$ cat config.mk
export PLATFORM = sky130hd
export DESIGN_NAME = m2_block_scheduler
export DESIGN_NICKNAME = d
export VERILOG_FILES = /design/src/rtl/m2_block_scheduler.sv
export SDC_FILE = /design/constraint.sdc
export NUM_CORES = 1
export LEC_CHECK = 0
export ABC_AREA = 1
export BUFFER_PORTS_ARGS = -buffer_cell sky130_fd_sc_hd__buf_2
export CORE_ASPECT_RATIO = 0.75
export CORE_MARGIN = 4
export CORE_UTILIZATION = 55
export CTS_CLUSTER_DIAMETER = 30
export DETAILED_ROUTE_END_ITERATION = 16
export GPL_TIMING_DRIVEN = 0
export PLACE_DENSITY = 0.77
export SYNTH_ARGS = -nofsm -noshare
export SYNTH_HDL_FRONTEND = slang
export SYNTH_SLANG_ARGS = --single-unit
$ cat constraint.sdc
create_clock -name CLOCK_50_I -period 3.4 [get_ports CLOCK_50_I]
set_clock_uncertainty 0.2 [all_clocks]
set_input_delay 0.17 -clock CLOCK_50_I [delete_from_list [all_inputs] [get_ports CLOCK_50_I]]
set_output_delay 0.17 -clock CLOCK_50_I [all_outputs]
set_load 0.01 [all_outputs]
$ cat src/rtl/m2_block_scheduler.sv
// m2_block_scheduler: IDCT-stage sequencer. Walks every 8x8 block (Y, U, V) and
// launches the fetch / compute-T / compute-S / write-back engines in the overlapped
// two-megastate pipeline. It tracks block coordinates only.
module m2_block_scheduler #(
  parameter int unsigned Y_BLK_COLS  = 40,
  parameter int unsigned UV_BLK_COLS = 20,
  parameter int unsigned BLK_ROWS    = 30
) (
  input  logic       CLOCK_50_I,
  input  logic       Reset,
  input  logic       M2_start,
  output logic       M2_done,
  output logic       busy,
  output logic       fetch_start,
  input  logic       fetch_done,
  output logic       ct_start,
  input  logic       ct_done,
  output logic       cs_start,
  input  logic       cs_done,
  output logic       write_start,
  input  logic       write_done,
  output logic [1:0] fetch_plane,
  output logic [5:0] fetch_col,
  output logic [4:0] fetch_row,
  output logic [1:0] write_plane,
  output logic [5:0] write_col,
  output logic [4:0] write_row
);

  localparam int unsigned N_BLK = BLK_ROWS * (Y_BLK_COLS + 2 * UV_BLK_COLS);
  localparam int unsigned CNT_W = $clog2(N_BLK + 1);
  localparam logic [CNT_W-1:0] N_CNT = CNT_W'(N_BLK);
  localparam logic [5:0] Y_COL_LAST  = 6'(Y_BLK_COLS - 1);
  localparam logic [5:0] UV_COL_LAST = 6'(UV_BLK_COLS - 1);
  localparam logic [4:0] ROW_LAST    = 5'(BLK_ROWS - 1);

  typedef struct packed {
    logic [1:0] plane;
    logic [5:0] col;
    logic [4:0] row;
  } coord_t;

  typedef enum logic [2:0] {
    S_IDLE,
    S_LI_F,
    S_LI_CT,
    S_MEGA_A,
    S_MEGA_B,
    S_LO_CS,
    S_LO_W,
    S_DONE
  } state_t;

  // Column fastest, then row, then plane. The final block of V holds its value.
  function automatic coord_t next_coord(input coord_t c);
    coord_t     n;
    logic [5:0] col_last;
    n        = c;
    col_last = (c.plane == 2'd0) ? Y_COL_LAST : UV_COL_LAST;
    if (c.col != col_last) begin
      n.col = c.col + 6'd1;
    end else if (c.row != ROW_LAST) begin
      n.col = '0;
      n.row = c.row + 5'd1;
    end else if (c.plane != 2'd2) begin
      n.col   = '0;
      n.row   = '0;
      n.plane = c.plane + 2'd1;
    end
    return n;
  endfunction

  state_t           r_state;
  state_t           w_next_state;
  logic             r_issue;
  logic             w_next_issue;
  logic             r_lat_f;
  logic             r_lat_ct;
  logic             r_lat_cs;
  logic             r_lat_w;
  coord_t           r_fco;
  coord_t           r_wco;
  logic [CNT_W-1:0] r_fcnt;

  logic w_exp_f;
  logic w_exp_ct;
  logic w_exp_cs;
  logic w_exp_w;
  logic w_phase_end;
  logic w_frame_go;
  logic w_acc_f;
  logic w_acc_w;

  // State register plus the ISSUE flag marking the first cycle of every phase.
  always_ff @(posedge CLOCK_50_I) begin
    if (Reset) begin
      r_state <= S_IDLE;
      r_issue <= 1'b0;
    end else begin
      r_state <= w_next_state;
      r_issue <= w_next_issue;
    end
  end

  // Next-state, phase-completion and engine launch decode.
  always_comb begin
    w_next_state = r_state;
    w_next_issue = 1'b0;
    w_exp_f      = 1'b0;
    w_exp_ct     = 1'b0;
    w_exp_cs     = 1'b0;
    w_exp_w      = 1'b0;
    w_frame_go   = 1'b0;

    case (r_state)
      S_LI_F:   w_exp_f  = 1'b1;
      S_LI_CT:  w_exp_ct = 1'b1;
      S_MEGA_A: begin
        w_exp_cs = 1'b1;
        w_exp_f  = 1'b1;
      end
      S_MEGA_B: begin
        w_exp_ct = 1'b1;
        w_exp_w  = 1'b1;
      end
      S_LO_CS:  w_exp_cs = 1'b1;
      S_LO_W:   w_exp_w  = 1'b1;
      default:  ;
    endcase

    // A done counts if already latched or arriving now; ISSUE-cycle dones never count.
    w_phase_end = !r_issue && (w_exp_f || w_exp_ct || w_exp_cs || w_exp_w) &&
                  (!w_exp_f  || r_lat_f  || fetch_done) &&
                  (!w_exp_ct || r_lat_ct || ct_done)    &&
                  (!w_exp_cs || r_lat_cs || cs_done)    &&
                  (!w_exp_w  || r_lat_w  || write_done);

    w_acc_f = w_exp_f && !r_issue && fetch_done && !r_lat_f;
    w_acc_w = w_exp_w && !r_issue && write_done && !r_lat_w;

    case (r_state)
      S_IDLE: begin
        if (M2_start) begin
          w_frame_go   = 1'b1;
          w_next_state = S_LI_F;
          w_next_issue = 1'b1;
        end
      end
      S_LI_F: begin
        if (w_phase_end) begin
          w_next_state = S_LI_CT;
          w_next_issue = 1'b1;
        end
      end
      S_LI_CT: begin
        if (w_phase_end) begin
          w_next_state = (r_fcnt >= N_CNT) ? S_LO_CS : S_MEGA_A;
          w_next_issue = 1'b1;
        end
      end
      S_MEGA_A: begin
        if (w_phase_end) begin
          w_next_state = S_MEGA_B;
          w_next_issue = 1'b1;
        end
      end
      // Every block fetched means the write of block N-2 just finished.
      S_MEGA_B: begin
        if (w_phase_end) begin
          w_next_state = (r_fcnt >= N_CNT) ? S_LO_CS : S_MEGA_A;
          w_next_issue = 1'b1;
        end
      end
      S_LO_CS: begin
        if (w_phase_end) begin
          w_next_state = S_LO_W;
          w_next_issue = 1'b1;
        end
      end
      S_LO_W: begin
        if (w_phase_end) begin
          w_next_state = S_DONE;
        end
      end
      S_DONE:  w_next_state = S_IDLE;
      default: w_next_state = S_IDLE;
    endcase

    fetch_start = r_issue && w_exp_f;
    ct_start    = r_issue && w_exp_ct;
    cs_start    = r_issue && w_exp_cs;
    write_start = r_issue && w_exp_w;
    M2_done     = (r_state == S_DONE);
    busy        = (r_state != S_IDLE);
  end

  // Sticky done latches, block coordinates and the saturating fetched-block count.
  always_ff @(posedge CLOCK_50_I) begin
    if (Reset) begin
      r_lat_f  <= 1'b0;
      r_lat_ct <= 1'b0;
      r_lat_cs <= 1'b0;
      r_lat_w  <= 1'b0;
      r_fco    <= '0;
      r_wco    <= '0;
      r_fcnt   <= '0;
    end else begin
      if (w_frame_go || r_issue || w_phase_end) begin
        r_lat_f  <= 1'b0;
        r_lat_ct <= 1'b0;
        r_lat_cs <= 1'b0;
        r_lat_w  <= 1'b0;
      end else begin
        if (w_exp_f  && fetch_done) r_lat_f  <= 1'b1;
        if (w_exp_ct && ct_done)    r_lat_ct <= 1'b1;
        if (w_exp_cs && cs_done)    r_lat_cs <= 1'b1;
        if (w_exp_w  && write_done) r_lat_w  <= 1'b1;
      end

      if (w_frame_go) begin
        r_fco  <= '0;
        r_wco  <= '0;
        r_fcnt <= '0;
      end else begin
        if (w_acc_f) begin
          r_fco <= next_coord(r_fco);
          if (r_fcnt != N_CNT) r_fcnt <= r_fcnt + CNT_W'(1);
        end
        if (w_acc_w) r_wco <= next_coord(r_wco);
      end
    end
  end

  assign fetch_plane = r_fco.plane;
  assign fetch_col   = r_fco.col;
  assign fetch_row   = r_fco.row;
  assign write_plane = r_wco.plane;
  assign write_col   = r_wco.col;
  assign write_row   = r_wco.row;

endmodule
Yosys cells after proc, flatten, opt, wreduce, memory -nomap -nowiden:

Cells that the tools add are included.

* register bits: 46
* logic and storage cells: 131
* output and inout bits: 32
* bits of input ports: 7

* muxes and demuxes: 24
* reductions and logical operators: 62
* bitwise logic cells: 4
* add/subtract/negate cells: 7
* magnitude comparators: 1
* eq/ne operators: 20

Operators with widths (number)
* $mux W11: 4
* $mux W6: 4
* $mux W3: 7
* $pmux W3 S7: 1
* $logic_and A1 B1 Y1: 19
* $ne A2 B2 Y1 const B: 7
* $logic_or A1 B1 Y1: 13
* $add A12 B1 Y12 const B: 1
* $add A6 B1 Y6 const B: 2
* $eq A3 B3 Y1 const B: 4
* $ge A12 B12 Y1 const B: 1
* $ne A12 B12 Y1 const B: 1
* $ne A6 B6 Y1: 2
* $reduce_or A2 Y1: 6
* $add A5 B1 Y5 const B: 2
* $ne A5 B5 Y1 const B: 2
* $reduce_bool A3 Y1: 3
* $reduce_and A4 Y1: 2
* $logic_not A1 Y1: 7
* $mux W1: 7
* $eq A3 B2 Y1 const B: 2
* $reduce_and A2 Y1: 3
* $reduce_and A3 Y1: 2
* $reduce_and A6 Y1: 1
* 9 further kinds: 15

Depth between registers and ports, before layout:

Gate-level depths: netlist of the first run.

* depth after elaboration: 13
* mapped depth: 11
* mapped depth without buffers: 11

Worst setup path before layout of the first run:

Ideal clock, no wire load.

* path type: register to register
* from: register r_fco, in the netlist fetch_plane[0]
* to: register r_fco, in the netlist fetch_col[5]
* clock period less this slack: 1.717 ns
* path slack: 1.683 ns
* setup time: 0.070 ns
* cell stages (with the launch flop): 10
* arrival time: 1.447 ns
* required time: 3.130 ns
* buffers on the path: 0
* cells stage by stage: dfxtp_1 > inv_1 > ha_1 > o21ai_0 > nand3_1 > nand2_1 > nand2_2 > inv_1 > nand2_1 > a21oi_1

* word-level cells in the longest chain between the ends: 5
* elaborated cells on any way between the ends: 7
* those cells by class: 2 x eq/ne; 2 x mux; 3 x reduce/logical

Ends and longest elaborated chain
* from (decl): RTL line 81 `coord_t r_fco;`
* from (signal assigned): RTL line 226 `r_fco <= next_coord(r_fco);`
* $logic_not A2 Y1: RTL line 59 `col_last = (c.plane == 2'd0) ? Y_COL_LAST : UV_COL_LAST;`
* $mux W6: RTL line 59
* $ne A6 B6 Y1: RTL line 60 `if (c.col != col_last) begin`
* $reduce_bool A3 Y1 (no source line)
* $reduce_and A2 Y1 (no source line)

Several ways; a longest one is shown, not always the timed one.
A chain may end at the register's enable or synchronous reset.

Final worst setup path of the first run:

Ends and elaborated chain as after synthesis.

==> flow_summary.ini, run 1 <==
[power]
ir_drop_mv = 0.3565
power.density_cell_area_nw_per_um2 = 484.0
power_leakage_nw = 1.362
total_power_mw = 1.507
cell_internal_pwr_mw = 0.9425
share_of_total_power_in_sequential_cells = 0.403
power.share.clock = 0.276
power.share.switching = 0.3748
comb_power_share = 0.321
switching_power_mw = 0.5649

[sta]
final_max_slew_viol_count = 0
setup_repair_after_global_routing_missed_its_margin = no
worst_hold_slack_ns = 0.06884
maximum_clock_rate_ghz = 0.5186
hold_violations = 0
timing_worst_slew_pin_value_ns = 0.4996
totalNegativeSetupSlack_ns = 0
slew-limit-headroom = 0.6669
report.final.setup_viol = 0
portion_of_the_clock_cycle_consumed_by_the_worst_path_in_the_final_layout = 0.5671
fin_crit_ns = 1.928

[worst_setup_path]
reg2reg_slack_ns = 1.47
worst_reg_to_reg_cells = 9
r2r-start = fetch_plane[0]$_SDFFE_PP0P_
timing.rr.end = fetch_col[5]$_SDFFE_PP0P_
cp_slowest_stage_delay_ns = 0.34
worst-endpoint-required_ns = 3.43
start_kind = register
worstSetupEndpointType = register
timing.critical_path.cells = inv_1 -> ha_1 -> o21ai_0 -> nand3_1 -> nand2_1 -> nand2_2 -> inv_1 -> nand2_1 -> a21oi_1
path_class = reg2reg
path_max_fanout = 9
critPathBufInv = 2
critical_path.slowest_cell = sky130_fd_sc_hd__dfxtp_1
crit_family = simple AND/OR/NAND/NOR gates
critical_path_arrival_ns = 1.96

[floorplan]
die_area_sq_um = 6085
die-height_microns = 68.57
rows = 21
fp.coreArea_sq_um = 4598
ioPinCount = 39
fp.dieW_microns = 88.76
initial_core_util = 0.5850

[drt]
detailedRoute.firstPassIterationCount = 5
drt-total-wl_mm = 6.166
route.detailed.vias_per_inst = 5.312
antenna_left = 0
initialDrtViolationCount = 145
drt_drc_violations_left = 0
drt-wirelength-per-cell_microns = 11.95
vias = 2741

[clock_tree]
cts_root_buf = sky130_fd_sc_hd__clkbuf_8
clk_pin_slew_ns = 0.09
cts_htree_levels = 2
insertion_delay_ns = 0.31
num_clock_sinks = 46
cts-root-to-sink-buffers = 2
cts_tree = built
total_clock_buffers_created_by_cts = 5
post-cts-setup-buffers = 0

[synthesis]
synth_seq_area_share = 0.3423
synth-warning-count = 0
synth_flop_cell = sky130_fd_sc_hd__dfxtp_1
synth_commonest_cells = 98 x sky130_fd_sc_hd__nand2_1, 53 x sky130_fd_sc_hd__inv_1, 46 x sky130_fd_sc_hd__dfxtp_1
netlist_instances = 408
yosysMostFrequentCell = sky130_fd_sc_hd__nand2_1
syn-cell-area_sq_um = 2690
yosysTopAreaCellShare = 0.3423
number_of_enable_flip_flop_cells_after_synthesis = 0
mappedNetlistNets = 427
syn_area_per_cell_sq_um = 6.593
post_synth_main_area_contributors = sky130_fd_sc_hd__dfxtp_1 34%, sky130_fd_sc_hd__nand2_1 14%, sky130_fd_sc_hd__a21oi_1 7.8%, sky130_fd_sc_hd__nand3_1 7.8%, sky130_fd_sc_hd__inv_1 7.4%
synth_async_sr_flop_share = 0
ys_seq_elements = 46
synthDistinctLibCells = 28
synth_top_cell_by_area = sky130_fd_sc_hd__dfxtp_1

[placed_design]
dp.final_hpwl_mm = 4.624
io_buffer_count = 38
postPlaceCellArea_sq_um = 2952
finalWeightedCongestion = 0.8580
placed_cells = 503

[hold_path]
hold_start = M2_start
min_path_cells = 5
hp_class = in2reg
sink_of_the_worst_hold_path = r_state[1]$_SDFFE_PP0P_

[cells_and_area]
num_antenna_cells = 0
multi_input_gate_area_in_the_final_layout_sq_um = 1519
syn2layout_area_growth_pct = 15.77
final_cells = 516
drive_gt1_frac = 0.1481
design.final.nets = 477
final-seq-area_sq_um = 920.9
stdcell_area_sq_um = 3114
fill_cells = 433

[global_route]
grt_max_degree = 16
grt.overflow.total = 0
grt_antenna_before_repair = 0
global_route.usage.total = 0.2135
grt_pass1_wl_mm = 10.21
number_of_global_route_vias_before_repair = 2326

[run_status]
status = finished, final reports clean

[flow_run]
maxCapViolCount = 0
## kinds of logic after synthesis
kind of cell / count (synthesis) / share of synthesized area
buf+inv: 62 / 0.09302
flops: 46 / 0.3423
xor+xnor: 11 / 0.03582
fa+ha+maj: 12 / 0.05581
simple gates: 211 / 0.3474
compound gates: 66 / 0.1256
## area by class of cell
class                   count  share of cell area
inverters                  56             0.06830
multi-input cells         300              0.4877
repair buffers             43             0.07714
clock inverters             3             0.01406
clock buffers               5             0.02210
plain buffers               6             0.01205
well taps                  57             0.02290
flip-flops and latches     46              0.2957
## sequential cells by signal, summed over array words and instances, names as in the netlist
register     flops
r_fcnt          12
fetch_col        6
write_col        6
fetch_row        5
write_row        5
r_state          3
fetch_plane      2
write_plane      2
r_issue          1
r_lat_cs         1
r_lat_ct         1
r_lat_f          1
r_lat_w          1
## worst max path at each step
stage / from / to / slack [ns] / depth (start not counted)
after floorplan: fetch_plane[0]$_SDFFE_PP0P_ / fetch_col[5]$_SDFFE_PP0P_ / 1.68 / 9
after global placement: fetch_plane[0]$_SDFFE_PP0P_ / fetch_col[4]$_SDFFE_PP0P_ / 1.56 / 9
after detailed placement: r_state[2]$_SDFFE_PP0P_ / write_row[1]$_SDFFE_PP0P_ / 1.50 / 8
after CTS: r_state[2]$_SDFFE_PP0P_ / write_row[1]$_SDFFE_PP0P_ / 1.49 / 8
after global routing: write_col[0]$_SDFFE_PP0P_ / write_row[2]$_SDFFE_PP0P_ / 1.28 / 9
final: fetch_plane[0]$_SDFFE_PP0P_ / fetch_col[5]$_SDFFE_PP0P_ / 1.47 / 9
## layer usage
metal,up-vias,routed length (microns),global-route usage
met4,0,72,0.07547
met1,1234,3096,0.2974
met2,81,2564,0.3306
met3,7,433,0.04157
li1,1419,-,-
met5,-,0,0
## per-stage QoR
stage          worst slack (ns)  utilization
2_1_floorplan             1.683            -
3_3_place_gp              1.563       0.6419
3_5_place_dp              1.499       0.6419
4_1_cts                   1.486       0.6773
5_1_grt                   1.279       0.6773
6_report                  1.472       0.6773
## worst min-delay path: cells and delay by family
kind | cells | cell delay, ns
AND/OR/NAND/NOR | 3 | 0.24
AO/OA/AOI/OAI | 1 | 0.05
buffers and inverters | 1 | 0.08
## cell usage in the layout, fill, tap and decap left out
master / netlist / routed
sky130_fd_sc_hd__nand2_1: 98 / 98
sky130_fd_sc_hd__inv_1: 53 / 53
sky130_fd_sc_hd__dfxtp_1: 46 / 46
sky130_fd_sc_hd__nand3_1: 42 / 42
sky130_fd_sc_hd__a21oi_1: 42 / 42
sky130_fd_sc_hd__buf_2: 3 / 41
sky130_fd_sc_hd__nor2_1: 38 / 38
sky130_fd_sc_hd__o21ai_0: 21 / 21
sky130_fd_sc_hd__ha_1: 12 / 12
sky130_fd_sc_hd__nor3_1: 10 / 10
sky130_fd_sc_hd__xor2_1: 8 / 8
sky130_fd_sc_hd__nand2_2: 5 / 5
sky130_fd_sc_hd__clkbuf_8: 0 / 5
sky130_fd_sc_hd__dlygate4sd3_1: 0 / 5
sky130_fd_sc_hd__nor2_2: 4 / 4
sky130_fd_sc_hd__nand4_1: 4 / 4
sky130_fd_sc_hd__or2_2: 4 / 4
sky130_fd_sc_hd__nor4_1: 3 / 3
sky130_fd_sc_hd__xnor2_1: 3 / 3
sky130_fd_sc_hd__o21a_1: 2 / 2
sky130_fd_sc_hd__buf_4: 1 / 1
sky130_fd_sc_hd__buf_6: 1 / 1
sky130_fd_sc_hd__inv_4: 1 / 1
sky130_fd_sc_hd__inv_2: 1 / 1
sky130_fd_sc_hd__clkbuf_1: 1 / 1
sky130_fd_sc_hd__nor2_4: 1 / 1
sky130_fd_sc_hd__or2_1: 1 / 1
sky130_fd_sc_hd__nor4_4: 1 / 1
sky130_fd_sc_hd__o211ai_1: 1 / 1
sky130_fd_sc_hd__clkinv_1: 1 / 1
sky130_fd_sc_hd__inv_6: 0 / 1
sky130_fd_sc_hd__clkinv_2: 0 / 1
sky130_fd_sc_hd__bufinv_16: 0 / 1
## power by group through the flow
stage	combinational [mW]	sequential (mW)	clock, mW
2_1_floorplan	0.349	0.615	0
5_1_grt	0.538	0.613	0.446
3_3_place_gp	0.461	0.617	0
6_report	0.483	0.608	0.417
3_5_place_dp	0.470	0.619	0
4_1_cts	0.476	0.606	0.426
## what timing repair did
action / in CTS / in global routing
gates resized for setup: 0 / 0
hold buffers: 5 / 0
endpoints found under the hold margin: 8 / 0
No activity file was read; power rests on OpenSTA's default activity.
==> run 2, diff against run 1 <==
clock period = 1.9 ns   (was 3.4 ns; I/O delays follow)
==> flow_summary.ini, run 2 (synthesis gave the netlist of run 1 again) <==
[drt]
initialDrtViolationCount = 190
detailedRoute.firstPassIterationCount = 5
antenna_left = 0
drt-wirelength-per-cell_microns = 12.44
vias = 2776
route.detailed.vias_per_inst = 5.328
drt_drc_violations_left = 0
drt-total-wl_mm = 6.483

[worst_setup_path]
critPathBufInv = 2
cp_slowest_stage_delay_ns = 0.35
worstSetupEndpointType = register
worst_path_most_repeated_cell = sky130_fd_sc_hd__inv_2
critical_path_arrival_ns = 1.86
critical_path.slowest_cell = sky130_fd_sc_hd__dfxtp_1
timing.critical_path.cells = inv_2 -> ha_1 -> o21ai_1 -> nand3_2 -> nand2_2 -> nand2_4 -> inv_2 -> nand2_1 -> a21oi_1
start_kind = register
path_class = reg2reg
crit_family = simple AND/OR/NAND/NOR gates
path_max_fanout = 9
worst-endpoint-required_ns = 1.93

[global_route]
grt_pass1_wl_mm = 10.25
grt_max_degree = 16
grt_antenna_before_repair = 0
global_route.usage.total = 0.2143
number_of_global_route_vias_before_repair = 2342
grt.overflow.total = 0

[sta]
report.final.setup_viol = 0
fin_crit_ns = 1.830
portion_of_the_clock_cycle_consumed_by_the_worst_path_in_the_final_layout = 0.9631
timing_worst_slew_pin_value_ns = 0.3784
maximum_clock_rate_ghz = 0.5465
worst_slack_ns = 0.07013
hold_violations = 0
final_max_slew_viol_count = 0
slew-limit-headroom = 0.7458
worst_hold_slack_ns = 0.2548

[cells_and_area]
largest_register_ffs = 12
finalCoreUtilization = 0.7059
fill_cells = 413
final-seq-area_sq_um = 929.6
largest-register = r_fcnt
syn2layout_area_growth_pct = 20.65
mostFrequentLayoutCells = 94 x sky130_fd_sc_hd__nand2_1, 48 x sky130_fd_sc_hd__inv_1, 41 x sky130_fd_sc_hd__buf_2
multi_input_gate_area_in_the_final_layout_sq_um = 1605
num_antenna_cells = 0
drive_gt1_frac = 0.2155
commonest_non_fill_non_tap_cell_in_the_layout = sky130_fd_sc_hd__nand2_1
design.final.nets = 482
final_cells = 521

[floorplan]
initial_core_util = 0.5850
rows = 21
fp.dieW_microns = 88.76
die_area_sq_um = 6085
die-height_microns = 68.57
fp.coreArea_sq_um = 4598
ioPinCount = 39

[placed_design]
dp_worst_setup_slack_ns = -0.001229
dp.final_hpwl_mm = 4.624
io_buffer_count = 38
placed_cells = 503
finalWeightedCongestion = 0.8580

[clock_tree]
clk_pin_slew_ns = 0.09
num_clock_sinks = 46
cts_htree_levels = 2
cts-root-to-sink-buffers = 2
insertion_delay_ns = 0.31
cts_tree = built
cts_root_buf = sky130_fd_sc_hd__clkbuf_8
total_clock_buffers_created_by_cts = 5

[power]
power_leakage_nw = 1.383
share_of_total_power_in_sequential_cells = 0.394
power.share.clock = 0.271
comb_power_share = 0.334
switching_power_mw = 1.053
power.density_cell_area_nw_per_um2 = 854.0
ir_drop_mv = 0.7263
total_power_mw = 2.772
cell_internal_pwr_mw = 1.719
power.share.switching = 0.3798

[flow_run]
maxCapViolCount = 0

[hold_path]
hp_class = reg2reg

[run_status]
status = finished, final reports clean
==> run 2: changes by cell type in the layout (fill, tap and decap cells not counted), sizes merged <==
| cell | delta |
|---|---|
| buf | +3 |
| dlygate4sd3 | +1 |
| nor2 | +1 |
==> run 2: routing by layer <==
metal  part of all wire  wire length, microns  vias up  track usage
li1                   -                     -     1432            -
met1               0.49                  3209     1241       0.2974
met2               0.42                  2751       94       0.3333
met3              0.068                   440        9      0.04157
met4              0.012                    81        0      0.07547
met5                  0                     0        -            0
==> run 2: timing repair <==
item / CTS / global route
hold buffers: 6 / 0
cloned: 0 / 1
resized for setup: 2 / 38
endpoints found under the setup margin: 2 / 32
buffers inserted: 0 / 3
hold endpoints to repair: 8 / 0
pin swaps: 0 / 4
==> run 2: worst min-delay path, stage by stage, from the launching register on <==
cell and delay, ns:
sky130_fd_sc_hd__dfxtp_1 0.32, sky130_fd_sc_hd__inv_1 0.05, sky130_fd_sc_hd__a21oi_1 0.05
==> run 2: stage by stage <==
stage / instance area [sq um] / setup TNS, ns
after global routing: 3246 / -0.1258
after floorplan: 2690 / 0
after CTS: 3129 / 0
after global placement: 2952 / 0
final: 3246 / 0
after detailed placement: 2952 / -0.001229
==> run 2: power groups by stage <==
stage	Sequential [mW]	Combinational, mW	Clock (mW)
global placement	1.10	0.825	0
CTS	1.09	0.856	0.762
detailed placement	1.11	0.840	0
global route	1.10	1.02	0.798
finish	1.09	0.926	0.752
floorplan	1.10	0.625	0
==> run 2: cell type report <==
type                    count  area share
multi-input cells         301      0.4946
flip-flops and latches     46      0.2864
repair buffers             47     0.08404
inverters                  56     0.06631
well taps                  57     0.02197
clock buffers               5     0.02120
clock inverters             3     0.01349
plain buffers               6     0.01195
==> run 2: worst paths after layout <==
| kind | end | startpoint | cells past startpoint | slack (ns) |
|---|---|---|---|---|
| hold / removal | r_lat_ct$_SDFFE_PP0P_ | r_lat_ct$_SDFFE_PP0P_ | 2 | 0.25 |
| setup reg to reg | fetch_col[5]$_SDFFE_PP0P_ | fetch_plane[0]$_SDFFE_PP0P_ | 9 | 0.07 |
| setup / recovery | fetch_col[5]$_SDFFE_PP0P_ | fetch_plane[0]$_SDFFE_PP0P_ | 9 | 0.07 |
| hold reg to reg | r_lat_ct$_SDFFE_PP0P_ | r_lat_ct$_SDFFE_PP0P_ | 2 | 0.25 |
==> run 3, diff against run 2 <==
PLACE_DENSITY = 0.88   (was 0.77)
clock period = 1.7 ns   (was 1.9 ns; I/O delays follow)
==> flow_summary.ini, run 3 (synthesis gave the netlist of run 1 again) <==
[worst_setup_path]
critical_path.startpoint = write_row[2]$_SDFFE_PP0P_
worstSetupEndpointType = register
critical_path_cell_count = 10
r2r-start = write_row[2]$_SDFFE_PP0P_
start_kind = register
critPathBufInv = 3
path_max_fanout = 6
path_class = reg2reg
crit_family = simple AND/OR/NAND/NOR gates
reg2reg_slack_ns = -0.16
worst-endpoint-required_ns = 1.71
cp_slowest_stage_delay_ns = 0.46
critical_path.slowest_cell = sky130_fd_sc_hd__dfxtp_1
timing.critical_path.cells = nand2_1 -> inv_1 -> nand3_4 -> inv_2 -> nand2_2 -> nand2_4 -> nand2_4 -> buf_4 -> nand2_1 -> a21oi_2
critical_path_arrival_ns = 1.86
worst_reg_to_reg_cells = 10
crit_end = write_col[5]$_SDFFE_PP0P_
timing.rr.end = write_col[5]$_SDFFE_PP0P_

[floorplan]
initial_core_util = 0.5850
fp.dieW_microns = 88.76
rows = 21
ioPinCount = 39
fp.coreArea_sq_um = 4598
die_area_sq_um = 6085
die-height_microns = 68.57

[power]
cell_internal_pwr_mw = 2.110
power_leakage_nw = 1.576
switching_power_mw = 1.439
power.density_cell_area_nw_per_um2 = 931.2
ir_drop_mv = 1.234
share_of_total_power_in_sequential_cells = 0.353
comb_power_share = 0.402
total_power_mw = 3.549
power.share.clock = 0.245
power.share.switching = 0.4055

[clock_tree]
cts_root_buf = sky130_fd_sc_hd__clkbuf_8
num_clock_sinks = 46
cts-root-to-sink-buffers = 2
cts_tree = built
total_clock_buffers_created_by_cts = 5
clk_pin_slew_ns = 0.10
insertion_delay_ns = 0.32
cts_htree_levels = 2

[sta]
hold_violations = 0
fin_crit_ns = 1.857
totalNegativeSetupSlack_ns = -1.104
timing_worst_slew_pin_value_ns = 0.3364
portion_of_the_clock_cycle_consumed_by_the_worst_path_in_the_final_layout = 1.092
maximum_clock_rate_ghz = 0.5386
worst_slack_ns = -0.1566
slew-limit-headroom = 0.7741
report.final.setup_viol = 19
setup_repair_after_global_routing_missed_its_margin = yes
final_max_slew_viol_count = 0
worst_hold_slack_ns = 0.2555

[drt]
drt-wirelength-per-cell_microns = 17.39
drt-total-wl_mm = 9.548
route.detailed.vias_per_inst = 6.011
drt_drc_violations_left = 0
initialDrtViolationCount = 370
detailedRoute.firstPassIterationCount = 8
vias = 3300
antenna_left = 0

[placed_design]
placed_cells = 503
io_buffer_count = 38
dp.final_hpwl_mm = 4.477
finalWeightedCongestion = 0.9049

[global_route]
global_route.usage.total = 0.2525
grt_antenna_before_repair = 0
grt_max_degree = 16
grt_pass1_wl_mm = 11.97
number_of_global_route_vias_before_repair = 2695
grt.overflow.total = 0

[cells_and_area]
largest-register = r_fcnt
mostFrequentLayoutCells = 83 x sky130_fd_sc_hd__nand2_1, 37 x sky130_fd_sc_hd__buf_2, 34 x sky130_fd_sc_hd__inv_1
commonest_non_fill_non_tap_cell_in_the_layout = sky130_fd_sc_hd__nand2_1
design.final.nets = 510
finalCoreUtilization = 0.8288
syn2layout_area_growth_pct = 41.67
final_cells = 549
largest_register_ffs = 12
drive_gt1_frac = 0.4085
num_antenna_cells = 0

[run_status]
status = finished, violations left
violations = setup timing

[hold_path]
hp_class = reg2reg

[flow_run]
maxCapViolCount = 0
## run 3: changes by cell type in the layout (fill, tap and decap cells not counted), moves of 6 or more
cell                      before  now
sky130_fd_sc_hd__o21ai_0      16    9
sky130_fd_sc_hd__nand2_1      94   83
sky130_fd_sc_hd__a21oi_1      40   30
sky130_fd_sc_hd__o21ai_2       0    7
sky130_fd_sc_hd__dfxtp_2       7   13
sky130_fd_sc_hd__nand2_2       7   13
sky130_fd_sc_hd__a21oi_2       2   12
sky130_fd_sc_hd__inv_1        48   34
sky130_fd_sc_hd__nand3_1      36   29
sky130_fd_sc_hd__dfxtp_1      39   29
sky130_fd_sc_hd__buf_4         4   29
sky130_fd_sc_hd__buf_6         1    7
sky130_fd_sc_hd__inv_2         5   19
sky130_fd_sc_hd__ha_1         11    4
## run 3: worst reg2reg max path, cell delays in order, from the launching register on
cell and delay (ns):
sky130_fd_sc_hd__dfxtp_1 0.46, sky130_fd_sc_hd__nand2_1 0.12, sky130_fd_sc_hd__inv_1 0.16, sky130_fd_sc_hd__nand3_4 0.12, sky130_fd_sc_hd__inv_2 0.09, sky130_fd_sc_hd__nand2_2 0.09
sky130_fd_sc_hd__nand2_4 0.11, sky130_fd_sc_hd__nand2_4 0.09, sky130_fd_sc_hd__buf_4 0.15, sky130_fd_sc_hd__nand2_1 0.08, sky130_fd_sc_hd__a21oi_2 0.07
## run 3: metrics by stage
step | setup slack, ns | cell area, sq um
finish | -0.1566 | 3811
global route | -0.1764 | 3811
CTS | -0.02570 | 3402
floorplan | -0.003887 | 2691
detailed placement | -0.1835 | 2953
global placement | -0.1073 | 2953
## run 3: cell type report
class | instances | area [sq um]
buffer | 5 | 46.29
clock buffer | 5 | 68.82
clock inverter | 3 | 43.79
fill | 233 | 787.0
inverter | 56 | 222.7
multi-input combinational | 300 | 1883
sequential | 46 | 952.2
tap | 57 | 71.32
timing repair buffer | 77 | 523.0
## run 3: how the worst min path moves through the flow
stage                     startpoint                       to  slack (ns)  cells after the start
2_1_floorplan                  Reset  r_state[1]$_SDFFE_PP0P_       -0.05                      1
3_3_place_gp                   Reset  r_state[1]$_SDFFE_PP0P_        0.05                      2
3_5_place_dp                   Reset  r_state[1]$_SDFFE_PP0P_        0.06                      2
4_1_cts        r_lat_cs$_SDFFE_PP0P_    r_lat_cs$_SDFFE_PP0P_        0.26                      2
5_1_grt        r_lat_ct$_SDFFE_PP0P_    r_lat_ct$_SDFFE_PP0P_        0.28                      2
6_report       r_lat_cs$_SDFFE_PP0P_    r_lat_cs$_SDFFE_PP0P_        0.26                      2
## run 3: power by group through the flow
stage               Clock (mW)  Sequential [mW]  Combinational (mW)
finish                   0.869             1.25                1.43
global route             0.911             1.26                1.52
CTS                      0.853             1.22                1.13
detailed placement           0             1.24               0.927
global placement             0             1.23               0.906
floorplan                    0             1.23               0.699
## run 3: routing by layer
layer  global-route usage  vias to the layer above  wire, microns
li1                     -                     1489              -
met1               0.3331                     1526           3829
met2               0.4120                      227           4416
met3              0.03682                       58            802
met4               0.1132                        0            499
met5                    0                        -              0
## run 3: repair_timing
action	4_1_cts	5_1_grt
hold endpoints to repair	8	0
cloned	0	0
pin swaps	16	21
resized for setup	61	93
setup endpoints to repair	43	47
buffers inserted	17	17
hold buffers	6	0
